<file path="src/rtl/fft_input_loader.sv">
// Serial-to-parallel frame loader feeding the 8-point radix-2 FFT datapath.
// Latency: the 8th sample accepted at edge t is visible in parallel after edge t, unless the other bank is still pending.
// Backpressure: in_ready drops while the write bank is full; a presented frame is held until out_ready.
//
// Ports:
//   clk_1              system clock, rising edge
//   rst                synchronous active-high reset
//   flush              discard the partially filled write frame
//   in_data/in_valid   serial sample input
//   in_ready           a sample can be accepted this cycle
//   out1..out8         frame slots 0..7 (zero when out_valid is low)
//   out_valid          out1..out8 hold a complete frame
//   out_ready          consumer takes the presented frame this cycle
//   wr_count           samples already written into the current write frame
module fft_input_loader #(
   parameter int WIDTH       = 8,
   parameter bit BIT_REVERSE = 1'b1
) (
   input  logic             clk_1,
   input  logic             rst,
   input  logic             flush,
   input  logic [WIDTH-1:0] in_data,
   input  logic             in_valid,
   output logic             in_ready,
   output logic [WIDTH-1:0] out1,
   output logic [WIDTH-1:0] out2,
   output logic [WIDTH-1:0] out3,
   output logic [WIDTH-1:0] out4,
   output logic [WIDTH-1:0] out5,
   output logic [WIDTH-1:0] out6,
   output logic [WIDTH-1:0] out7,
   output logic [WIDTH-1:0] out8,
   output logic             out_valid,
   input  logic             out_ready,
   output logic [2:0]       wr_count
);

   // Ping-pong storage: one bank fills while the other is presented.
   logic [WIDTH-1:0] r_bank [0:1][0:7];
   logic [1:0]       r_full;
   logic             r_wr_sel;
   logic             r_rd_sel;
   logic [2:0]       r_wr_cnt;

   logic             w_in_ready;
   logic             w_wr_en;
   logic             w_wr_last;
   logic             w_out_valid;
   logic             w_rd_en;
   logic [2:0]       w_wr_slot;
   logic [1:0]       w_full_nxt;
   logic [WIDTH-1:0] w_rd_word [0:7];

   assign w_in_ready  = ~r_full[r_wr_sel];
   // A sample handshaken during flush belongs to the discarded frame, so it
   // neither writes nor advances the count.
   assign w_wr_en     = in_valid & w_in_ready & ~flush;
   assign w_wr_last   = w_wr_en & (r_wr_cnt == 3'd7);
   assign w_out_valid = r_full[r_rd_sel];
   assign w_rd_en     = w_out_valid & out_ready;

   // Samples land directly in the slot the butterflies read, so the read
   // side is a plain bank select with no reordering.
   assign w_wr_slot = BIT_REVERSE ? {r_wr_cnt[0], r_wr_cnt[1], r_wr_cnt[2]} : r_wr_cnt;

   // Release and completion always hit different banks: a write needs the
   // bank empty, a read needs it full.
   always_comb begin
      w_full_nxt = r_full;
      if (w_rd_en) begin
         w_full_nxt[r_rd_sel] = 1'b0;
      end
      if (w_wr_last) begin
         w_full_nxt[r_wr_sel] = 1'b1;
      end
   end

   always_ff @(posedge clk_1) begin
      if (rst) begin
         r_full   <= 2'b00;
         r_wr_sel <= 1'b0;
         r_rd_sel <= 1'b0;
         r_wr_cnt <= 3'd0;
         for (int b = 0; b < 2; b++) begin
            for (int s = 0; s < 8; s++) begin
               r_bank[b][s] <= '0;
            end
         end
      end else begin
         r_full <= w_full_nxt;
         if (w_wr_en) begin
            r_bank[r_wr_sel][w_wr_slot] <= in_data;
         end
         // The 3-bit counter wraps from 7 to 0 on frame completion.
         if (flush) begin
            r_wr_cnt <= 3'd0;
         end else if (w_wr_en) begin
            r_wr_cnt <= r_wr_cnt + 3'd1;
         end
         if (w_wr_last) begin
            r_wr_sel <= ~r_wr_sel;
         end
         if (w_rd_en) begin
            r_rd_sel <= ~r_rd_sel;
         end
      end
   end

   // Outputs are forced to zero when no frame is presented.
   always_comb begin
      for (int s = 0; s < 8; s++) begin
         w_rd_word[s] = w_out_valid ? r_bank[r_rd_sel][s] : '0;
      end
   end

   assign in_ready  = w_in_ready;
   assign out_valid = w_out_valid;
   assign wr_count  = r_wr_cnt;
   assign out1      = w_rd_word[0];
   assign out2      = w_rd_word[1];
   assign out3      = w_rd_word[2];
   assign out4      = w_rd_word[3];
   assign out5      = w_rd_word[4];
   assign out6      = w_rd_word[5];
   assign out7      = w_rd_word[6];
   assign out8      = w_rd_word[7];

endmodule
</file>
<file path="config.mk">
export PLATFORM = sky130hd
export DESIGN_NAME = fft_input_loader
export DESIGN_NICKNAME = d
export VERILOG_FILES = /design/src/rtl/fft_input_loader.sv
export SDC_FILE = /design/constraint.sdc
export NUM_CORES = 1
export LEC_CHECK = 0
export BUFFER_PORTS_ARGS = -buffer_cell sky130_fd_sc_hd__buf_2
export CAP_MARGIN = 10
export CORE_MARGIN = 2
export CORE_UTILIZATION = 35
export CTS_CLUSTER_DIAMETER = 60
export DETAILED_ROUTE_END_ITERATION = 8
export MAX_ROUTING_LAYER = met4
export PLACE_DENSITY_LB_ADDON = 0.15
export SETUP_SLACK_MARGIN = 0.05
export SKIP_LAST_GASP = 1
export SYNTH_ARGS = -nofsm -noshare
export SYNTH_HDL_FRONTEND = slang
export SYNTH_SLANG_ARGS = --single-unit
</file>
<file path="constraint.sdc">
create_clock -name clk_1 -period 2.2 [get_ports clk_1]
set_clock_uncertainty 0.15 [all_clocks]
set_input_delay 0 -clock clk_1 [delete_from_list [all_inputs] [get_ports clk_1]]
set_output_delay 0 -clock clk_1 [all_outputs]
set_load 0.05 [all_outputs]
</file>
==> reports/metrics.yaml <==
pwr:
  p_clk_share_pct: 45.0
  p_leak_nw: 2.992
  peakVddDrop_mv: 0.5556
  swShare_pct: 21.97
  p_per_area_nw_per_um2: 786.4
  p_comb_share_pct: 4.0
  seq_power_share_pct: 51.0
  power.switching_mw: 1.285
  p_int_mw: 4.564
logic_synthesis:
  synthMuxAreaShare_pct: 11.08
  synth_warnings: 0
  yosysUniqueCellTypes: 35
  ys_top_cells_by_area: "edfxtp_1 (64%), mux2i_1 (11%), nor2_1 (5.7%)"
  synth_nets: 469
  synth_flop_cell: "edfxtp_1"
  syn-cell-area_um2: 5972
  yosysTopAreaCellShare_pct: 64.36
  synth_compound_area_share_pct: 3.101
  yosys-top-cells-count: "edfxtp_1 (128), nor2_1 (90), mux2i_1 (65)"
  synth_edf_count: 128
  synth_seq_cells: 136
  synthArstFlopShare_pct: 0
  synth_simple_gate_area_share_pct: 15.19
  syn_inst: 450
  ys_seq_area_share_pct: 67.04
  synth.most_common_cell: "edfxtp_1"
  synth_top_family_by_area: "simple AND/OR/NAND/NOR gates"
  syn_area_per_cell_um2: 13.27
  synth_fa_ha_area_share_pct: 1.257
  synth_xor_area_share_pct: 0
  yosysTopAreaCell: "edfxtp_1"
place:
  place_congestion: 0.7991
  port-buffer-count: 81
  dp_hpwl_mm: 10.57
  place_ws_ps: 54.65
floorplan:
  dieArea_um2: 18120
  die_x_um: 134.6
  num_io_pins: 82
  die_h_um: 134.6
  initial_core_util_pct: 35.88
  rows: 47
  core_area_um2: 16640
run_status:
  outcome: "finished clean"
drt:
  vias_per_cell: 4.884
  ant_nets: 0
  drc_errors: 0
  wl_per_cell_um: 19.69
  drtPass1Iterations: 4
  drtIter0Drc: 345
  wl_mm: 15.48
  num_vias: 3839
global_routing:
  grt_pass1_vias: 3828
  use_met3_pct: 4.129
  grt_pass1_wl_mm: 22.92
  antenna_found_initial: 0
  grtUsageMet1_pct: 23.44
  track_usage_pct: 18.04
  grt_max_degree: 42
  grt_util_met2_pct: 28.74
  grt.busiest_layer: "met2"
  grt-ovfl-total: 0
sta:
  setup_viol: 0
  relSlewSlack_pct: 72.87
  min_period_ps: 2039
  min_period_over_period_pct: 92.67
  drv_slew: 0
  final-hold-violation-count: 0
  worst_slack_ps: 161.3
  rsz0062_at_grt: "yes"
  worst_slew_pin_slew_ps: 406.9
  fin_tns_setup_ps: 0
  max_freq_mhz: 490.5
critical_path:
  end_kind: "register"
  worstPathMaxFanout: 8
  cp_slowest_cell: "or4_1"
  crit_buf_inv: 1
  worstSetupStartpointType: "register"
  worstPathCellList: "ha_1 > ha_1 > inv_1 > or4_1 > nand2b_4"
  cpPeakStageDelay_ps: 610
  arrival_ps: 2000
  path_common_cell: "ha_1"
  required_ps: 2160
  worstSetupPathType: "register to register"
  cp_num_cells: 5
  cp_top_family: "simple AND/OR/NAND/NOR gates"
  r2r_cells: 5
final_layout:
  nets: 572
  insertedDiodeCount: 0
  drive_above_1_share_pct: 25.97
  area_growth_pct: 24.55
clocking:
  cts_tree: "built"
  insertion_delay_ps: 410
  cts.clk_slew.worst_paths_ps: 60
  cts_buffers: 17
  cts_max_path_buffers: 2
  htreeDepth: 4
  cts_sinks: 136
  root_buffer: "clkbuf_16"
min_path:
  holdPathStages: 3
  hold_class: "input pin to register"
run:
  maxCapViolations: 0
## sequential cells by signal, summed over array words and instances (netlist names), named ones only
signal    count
wr_count      3
r_bank      128
r_full        2
r_rd_sel      1
r_wr_sel      1
## repair_timing
item | 4_1_cts | 5_1_grt
buffers inserted | 0 | 1
hold buffers | 14 | 0
endpoints found under the hold margin | 57 | 0
cloned | 0 | 0
resized for setup | 1 | 9
endpoints found under the setup margin | 7 | 133
## metrics by stage
stage | area (µm²) | cells | hold WS, ps | power [mW] | util (%)
6_report | 7438 | 786 | 240.0 | 5.849 | 44.70
5_1_grt | 7438 | 786 | 246.5 | 6.043 | 44.70
4_1_cts | 7395 | 785 | 221.7 | 5.894 | 44.43
3_5_place_dp | 6700 | 739 | 117.4 | 3.252 | 40.26
3_3_place_gp | 6700 | 739 | 124.7 | 3.253 | 40.26
2_1_floorplan | 5983 | 450 | -30.49 | 3.128 | -
## area by class of cell
type	count	area, µm²
Clock inverter	15	127.6
Inverter	7	26.28
Fill cell	1546	9204
Multi-Input combinational cell	279	1876
Tap cell	220	275.3
Sequential cell	136	4011
Clock buffer	17	425.4
Timing Repair Buffer	112	696.9
## placed cells by master, fill, tap and decap left out, types with 7 or more instances in the layout
master and n:
nor2_1 90, mux2i_1 64, and3_1 43, and2_1 13
buf_4 14, a21o_1 11, nand2_1 11, edfxtp_1 128
inv_1 7, dlygate4sd3_1 14, buf_2 81, clkbuf_16 17
## power groups by stage
stage	Sequential [mW]	Clock (mW)	Combinational [mW]
after floorplan	3.01	0	0.115
after global placement	3.04	0	0.213
after detailed placement	3.03	0	0.218
after CTS	2.98	2.68	0.235
after global routing	2.99	2.80	0.256
final	2.98	2.63	0.235
## kinds of logic after synthesis
family,count (synthesis)
AOI/OAI and AO/OA,27
muxes,66
buffers and inverters,35
DFF,136
and+or+nand+nor,180
adders and majority gates,6
## layer usage
| metal | share of wire [%] | up-vias |
|---|---|---|
| met5 | 0 | - |
| met3 | 5.4 | 2 |
| met1 | 44 | 1900 |
| met4 | 0.34 | 0 |
| li1 | - | 1835 |
| met2 | 50 | 102 |
## final timing paths
check | start | endpoint | slack (ps)
min | out_ready | register | 240
max reg2reg | wr_count[1]$_SDFFE_PP0N_ | r_bank[0][3]$_SDFFCE_PN0P_ | 160
min reg2reg | wr_count[0]$_SDFFE_PP0N_ | wr_count[0]$_SDFFE_PP0N_ | 390
max | wr_count[1]$_SDFFE_PP0N_ | r_bank[0][3]$_SDFFCE_PN0P_ | 160
## worst reg2reg max path, cell delays in order (launching register included)
cell      delay [ps]
dfxtp_2          360
ha_1             180
ha_1             200
inv_1             70
or4_1            610
nand2b_4         180
Power figures use the tool's default switching activity.
